### src/rtl/cnt_ctrl_sequencer.sv
// Command sequencer driving one up/down counter: LOAD, COUNT_UP/DOWN n, RUN_TO_LIMIT.
// Optional abort/aborted ports are enabled by defining CNT_CTRL_ABORT_EN.
module cnt_ctrl_sequencer #(
    parameter int unsigned WIDTH = 4
) (
    input  logic             clk,
    input  logic             rst_n,
    input  logic             cmd_valid,
    output logic             cmd_ready,
    input  logic [1:0]       cmd_op,
    input  logic [WIDTH-1:0] cmd_arg,
    output logic             load_n,
    output logic             ce,
    output logic             up_down,
    output logic [WIDTH-1:0] data_load,
    input  logic [WIDTH-1:0] count_out,
    input  logic             max_count,
    input  logic             zero,
    output logic             busy,
    output logic             done,
    output logic [WIDTH-1:0] steps
`ifdef CNT_CTRL_ABORT_EN
    ,
    input  logic             abort,
    output logic             aborted
`endif
);

    localparam int unsigned OP_W = 2;
    localparam logic [OP_W-1:0] OP_LOAD = OP_W'(0);
    localparam logic [OP_W-1:0] OP_UP   = OP_W'(1);
    localparam logic [OP_W-1:0] OP_DOWN = OP_W'(2);
    localparam logic [OP_W-1:0] OP_RUN  = OP_W'(3);

    typedef enum logic [2:0] {
        S_IDLE  = 3'd0,
        S_LOAD  = 3'd1,
        S_COUNT = 3'd2,
        S_RUN   = 3'd3,
        S_DONE  = 3'd4
    } state_e;

    state_e             state_q, state_d;
    logic               ready_q, ready_d;
    logic               load_n_q, load_n_d;
    logic               up_down_q, up_down_d;
    logic [WIDTH-1:0]   data_load_q, data_load_d;
    logic               busy_q, busy_d;
    logic               done_q, done_d;
    logic [WIDTH-1:0]   steps_q, steps_d;
    logic [WIDTH-1:0]   rem_q, rem_d;

    logic               accept;
    logic               limit;
    logic               ce_c;
    logic               abort_act;
    logic               unused_count_ok;

    // count_out is observed only through the max_count/zero flags
    assign unused_count_ok = ^count_out;

    assign accept = cmd_valid && ready_q;
    assign limit  = up_down_q ? max_count : zero;

`ifdef CNT_CTRL_ABORT_EN
    logic aborted_q;

    assign abort_act = abort && busy_q;

    always_ff @(posedge clk) begin
        if (!rst_n) begin
            aborted_q <= 1'b0;
        end else begin
            aborted_q <= abort_act;
        end
    end

    assign aborted = aborted_q;
`else
    assign abort_act = 1'b0;
`endif

    // State and registered outputs
    always_ff @(posedge clk) begin
        if (!rst_n) begin
            state_q     <= S_IDLE;
            ready_q     <= 1'b0;
            load_n_q    <= 1'b1;
            up_down_q   <= 1'b1;
            data_load_q <= '0;
            busy_q      <= 1'b0;
            done_q      <= 1'b0;
            steps_q     <= '0;
            rem_q       <= '0;
        end else begin
            state_q     <= state_d;
            ready_q     <= ready_d;
            load_n_q    <= load_n_d;
            up_down_q   <= up_down_d;
            data_load_q <= data_load_d;
            busy_q      <= busy_d;
            done_q      <= done_d;
            steps_q     <= steps_d;
            rem_q       <= rem_d;
        end
    end

    // Next-state, step bookkeeping and next values of the registered outputs
    always_comb begin
        state_d     = state_q;
        up_down_d   = up_down_q;
        data_load_d = data_load_q;
        steps_d     = steps_q;
        rem_d       = rem_q;
        ce_c        = 1'b0;

        unique case (state_q)
            S_IDLE: begin
                if (accept) begin
                    steps_d = '0;
                    rem_d   = cmd_arg;
                    unique case (cmd_op)
                        OP_LOAD: begin
                            data_load_d = cmd_arg;
                            state_d     = S_LOAD;
                        end
                        OP_UP, OP_DOWN: begin
                            up_down_d = (cmd_op == OP_UP);
                            state_d   = (cmd_arg == '0) ? S_DONE : S_COUNT;
                        end
                        OP_RUN: begin
                            up_down_d = cmd_arg[0];
                            state_d   = S_RUN;
                        end
                        default: state_d = S_IDLE;
                    endcase
                end
            end
            S_LOAD: begin
                state_d = S_DONE;
            end
            S_COUNT: begin
                ce_c  = 1'b1;
                rem_d = rem_q - WIDTH'(1);
                if (rem_q == WIDTH'(1)) begin
                    state_d = S_DONE;
                end
            end
            S_RUN: begin
                ce_c = !limit;
                if (limit) begin
                    state_d = S_DONE;
                end
            end
            S_DONE: begin
                state_d = S_IDLE;
            end
            default: begin
                state_d = S_IDLE;
            end
        endcase

        if (abort_act) begin
            ce_c    = 1'b0;
            state_d = S_DONE;
        end

        // steps saturates rather than wrapping
        if (ce_c && (steps_q != '1)) begin
            steps_d = steps_q + WIDTH'(1);
        end

        ready_d  = (state_d == S_IDLE);
        load_n_d = (state_d != S_LOAD);
        busy_d   = (state_d == S_LOAD) || (state_d == S_COUNT) || (state_d == S_RUN);
        done_d   = (state_d == S_DONE);
    end

    // ce follows the limit flag within the cycle; reset and abort force the counter idle
    assign ce        = ce_c && rst_n;
    assign load_n    = load_n_q || abort_act || !rst_n;
    assign cmd_ready = ready_q;
    assign up_down   = up_down_q;
    assign data_load = data_load_q;
    assign busy      = busy_q;
    assign done      = done_q;
    assign steps     = steps_q;

endmodule

### config.mk
export PLATFORM = sky130hd
export DESIGN_NAME = cnt_ctrl_sequencer
export DESIGN_NICKNAME = d
export VERILOG_FILES = /design/src/rtl/cnt_ctrl_sequencer.sv
export SDC_FILE = /design/constraint.sdc
export NUM_CORES = 1
export LEC_CHECK = 0
export ABC_AREA = 1
export CAP_MARGIN = 20
export CORE_MARGIN = 3
export CORE_UTILIZATION = 48
export DETAILED_ROUTE_END_ITERATION = 16
export MAX_ROUTING_LAYER = met4
export PLACE_DENSITY = 0.79
export SETUP_SLACK_MARGIN = 0.5
export SLEW_MARGIN = 0
export SYNTH_ARGS = -nofsm -noshare
export SYNTH_HDL_FRONTEND = slang
export SYNTH_SLANG_ARGS = --single-unit
### constraint.sdc
create_clock -name clk -period 1.65 [get_ports clk]
set_input_delay 0.4125 -clock clk [delete_from_list [all_inputs] [get_ports clk]]
set_output_delay 0.4125 -clock clk [all_outputs]
set_load 0.02 [all_outputs]
==> qor.yml, run 1 <==
yosys:
  synth_largest_area_cell: "dfxtp_1"
  yosysSeqAreaShare_pct: 35.3
  synthCells: 165
  synth_mux_area_share_pct: 0.993
  synthAdderAreaFrac_pct: 7.73
  synth_compound_area_share_pct: 9.71
  syn-cell-area_sq_um: 1130
  synth_top_family_by_area: "simple AND/OR/NAND/NOR gates"
  synth_top_area_share_pct: 35.3
  ys_types: 26
  synth-simple-area-share_pct: 35.8
  synth.avg_cell_area_sq_um: 6.87
  synth_seq_cells: 20
  yosysWarnings: 0
  synth_xor_area_share_pct: 1.55
  synthTopCellsByArea: "dfxtp_1, nand2_1, nand3_1"
  syn_nets: 187
placed_design:
  place_congestion: 0.862
  port-buffer-count: 24
  hpwl_microns: 2480
  dp.cells: 236
grt:
  grt_max_degree: 13
status:
  stop_stage: "global routing (5_1_grt)"
  status: "did not finish"
  stop_error: "[ERROR DPL-0038] Utilization greater than 100%, impossible to legalize"
clocking:
  root_buffer: "clkbuf_4"
  cts_buffers: 3
  cts_buffer_depth: 2
  htreeDepth: 1
  clkSinkCount: 20
floorplan:
  start_util_pct: 53.9
  fp.dieH_microns: 54.6
  die_w_microns: 54.6
  io_pins: 29
  rows: 16
sta:
  worst-ep-kind: "top-level output"
  postGrtWorstEndpoint: "ce"
[synth_stat cells (all sizes together)]
library cell and n:
o21ai 7, or2 2, a21oi 11, nand4 3
mux2 1, inv 23, xnor2 1, ha 7
dfxtp 20, o21a 1, a31oi 2, nand2 40
clkbuf 1, nand3 21, buf 1, nor2 21
nand3b 1, xor2 1, nor3 1
[metrics by stage]
step | util [%] | setup TNS, ns | setup WS [ns] | hold WS, ns | cell area (sq um)
floorplan | - | 0 | 0.304 | 0.450 | 1210
detailed placement | 77.7 | -6.14 | -0.606 | 0.452 | 1630
global placement | 77.7 | -5.32 | -0.580 | 0.452 | 1630
CTS | 94.9 | -0.0288 | -0.0288 | 0.457 | 1990
[cell families after synthesis]
group,count (synthesis)
muxes,1
buffers and inverters,25
adders and majority gates,7
xor gates and xnor gates,2
AOI/OAI and AO/OA,21
DFF,20
and+or+nand+nor,89
[timing repair]
item                                    in CTS
endpoints found under the setup margin      34
resized for setup                          169
pin swaps                                   29
hold buffers                                 0
setup buffers                               16
==> inputs of run 2 (changes only) <==
- CORE_AREA: not set -> 3 3 64 66
- CORE_MARGIN: 3 -> not set
- CORE_UTILIZATION: 48 -> not set
- DIE_AREA: not set -> 0 0 67 69
- MAX_ROUTING_LAYER: met4 -> not set
- PLACE_DENSITY: 0.79 -> not set
- PLACE_DENSITY_LB_ADDON: not set -> 0.15
- SETUP_SLACK_MARGIN: 0.5 -> not set
==> qor.yml, run 2 <==
yosys:
  synth_top_area_share_pct: 35.3  # unchanged
  synth_most_common_cell: "nand2_1"
  synth.avg_cell_area_sq_um: 6.87  # unchanged
  yosysSeqAreaShare_pct: 35.3  # unchanged
  syn-cell-area_sq_um: 1130  # unchanged
  synth_ff_type: "dfxtp_1"
  synth_seq_cells: 20  # unchanged
  synthArstFlopShare_pct: 0  # unchanged
  synthTopCellsByArea: "dfxtp_1, nand2_1, nand3_1"
  synthCells: 165  # unchanged
  yosysWarnings: 0  # unchanged
  syn_nets: 187  # unchanged
  synth_largest_area_cell: "dfxtp_1"
  netlist_top_cells_count: "nand2_1, inv_1, dfxtp_1, nand3_1, nor2_1"
  ys_types: 26  # unchanged
  synth_edf_count: 0  # unchanged
layout:
  layout_common_cells: "nand2_1, buf_4, nand3_1"
  multi_input_area_sq_um: 651
  finalNetCount: 241
  final_common_cell: "nand2_1"
  regArea_sq_um: 404
  n_antenna_cell: 0
  drive_gt1_share_pct: 23.5
  syn2layout_area_growth_pct: 48.0
  final.fill_count: 366
critical_path:
  max_stage_delay_ns: 0.60
  rr_worst_depth: 9
  setup.worst_path.start: "cmd_ready"
  cp_max_fo: 2
  crit_buf_inv: 1
  crit_family: "buffers and inverters"
  rr_endpoint: "steps[0]"
  cp.depth: 1
  crit_arrival_ns: 1.19
  slowest_stage: "clkdlybuf4s50_1"
  end_kind: "output port"
  cp-start-kind: "flop"
  endpoint: "cmd_ready"
  regToRegSetupSlack_ns: 0.24
  crit_type: "reg -> out"
  crit_chain: "clkdlybuf4s50_1"
  required_ns: 1.24
  reg2reg_from: "state_q[1]"
floorplan:
  io_pins: 29  # unchanged
  rows: 22  # +6
  die-area_sq_um: 4620
  fp.coreArea_sq_um: 3630
  start_util_pct: 31.2  # -23 points
  fp.dieH_microns: 69  # +26%
  die_w_microns: 67  # +23%
route:
  routed_wl_microns: 2830
  antenna_left: 0
  vias: 1202
  drt-pass1-iter-count: 4
  vias_per_cell: 4.54
  drc_errors: 0
  wl_per_cell_microns: 10.7
  drt_iter0_markers: 62
grt:
  use_met3_pct: 3.75
  grtUsageTotal_pct: 13.5
  grt_pass1_wl_microns: 4850
  antenna_found_initial: 0
  grt_max_degree: 12
  grt-ovfl-total: 0
  use_met2_pct: 21.3
  grt_util_met1_pct: 17.1
  top_usage_layer: "met2"
  grt_pass1_vias: 1146
placed_design:
  place_congestion: 0.787  # -8.7%
  port-buffer-count: 24  # unchanged
  dp_slack_ns: -0.652  # -0.0453 ns
  hpwl_microns: 2270  # -8.4%
power_and_ir_drop:
  power_frac_seq_pct: 44.8
  p_int_uw: 839
  pwr-share-clk_pct: 26.7
  cellLeakagePower_nw: 0.846
  switchingPower_uw: 360
  vdd.ir_drop.worst_mv: 0.451
  pwr_density_cell_nw_per_um2: 714
  combPwrFrac_pct: 28.6
  switching_share_pct: 30.0
clocking:
  clk_latency_ns: 0.26
  root_buffer: "clkbuf_8"
  path_clk_slew_ns: 0.07
  htreeDepth: 1  # unchanged
  clkSinkCount: 20  # unchanged
  cts_hold_buf: 0  # unchanged
  cts_buffers: 3  # unchanged
  cts_buffer_depth: 2  # unchanged
  cts_tree: "yes"
sta:
  slew_viol_final: 0
  tightest_slew_ns: 0.356
  max_slew_margin_pct: 76.2
  rsz0062_at_grt: "yes"
  fin_ws_ns: 0.0514
  timing.final.hold_violations: 0
  finalSetupViolations: 0
  period_needed_ns: 1.60
  period_share_pct: 96.9
  clock_skew_ns: 0.00497
  fmax_mhz: 626
  timing.hold.ws_ns: 0.461
status:
  status: "complete, no violations"
worst_hold_path:
  hp-class: "reg -> reg"
job:
  drv_cap: 0
[run 2: cell counts after synthesis]
No cell type changed its count.
[run 2: how the worst min path moves through the flow]
stage / start / endpoint / slack (ns) / cells after the start
after floorplan: rem_q[1] / rem_q[1] / 0.45 / 2
after global placement: data_load[1] / data_load[1] / 0.45 / 2
after detailed placement: data_load[2] / data_load[2] / 0.45 / 2
after CTS: data_load[2] / data_load[2] / 0.47 / 2
after global routing: data_load[2] / data_load[2] / 0.51 / 2
final: data_load[1] / data_load[1] / 0.46 / 2
[run 2: cell type report]
type	count	area share [%]
well taps	48	3.58
clock buffers	3	2.46
flip-flops and latches	20	24.1
multi-input cells	120	38.8
inverters	23	5.15
repair buffers	51	26.0
[run 2: kinds of logic after synthesis]
| group | Yosys count | share of synthesized area (%) |
|---|---|---|
| AO/OA/AOI/OAI | 21 | 9.71 |
| XOR/XNOR | 2 | 1.55 |
| adder cells (fa/ha/maj) | 7 | 7.73 |
| buffers and inverters | 25 | 8.94 |
| flip-flops | 20 | 35.3 |
| multiplexers | 1 | 0.993 |
| AND/OR/NAND/NOR | 89 | 35.8 |
[run 2: power groups by stage]
stage	logic (mW)	registers (mW)	clock network, mW
CTS	0.345	0.535	0.339
global route	0.385	0.540	0.355
global placement	0.342	0.545	0
finish	0.342	0.536	0.320
detailed placement	0.346	0.547	0
floorplan	0.169	0.564	0
[run 2: per-stage QoR]
stage,setup TNS [ns],instance area [sq um],cells,total power [mW],util (%)
floorplan,0,1130,165,0.734,-
global placement,-4.36,1610,261,0.887,44.4
detailed placement,-4.82,1610,261,0.893,44.4
CTS,0,1660,264,1.22,45.6
global route,-0.00881,1680,265,1.28,46.2
finish,0,1680,265,1.20,46.2
[run 2: metal layers]
layer  vias to the layer above  share of wire [%]
met5                         -                  0
met4                         0                2.1
met3                         6                4.7
met2                        26                 48
met1                       536                 46
li1                        634                  -
[run 2: what timing repair did]
| action | 4_1_cts | 5_1_grt |
|---|---|---|
| hold endpoints to repair | 0 | 0 |
| pin swaps | 4 | 2 |
| buffers inserted | 0 | 1 |
| endpoints found under the setup margin | 12 | 4 |
| resized for setup | 26 | 8 |
Power figures use the tool's default switching activity.
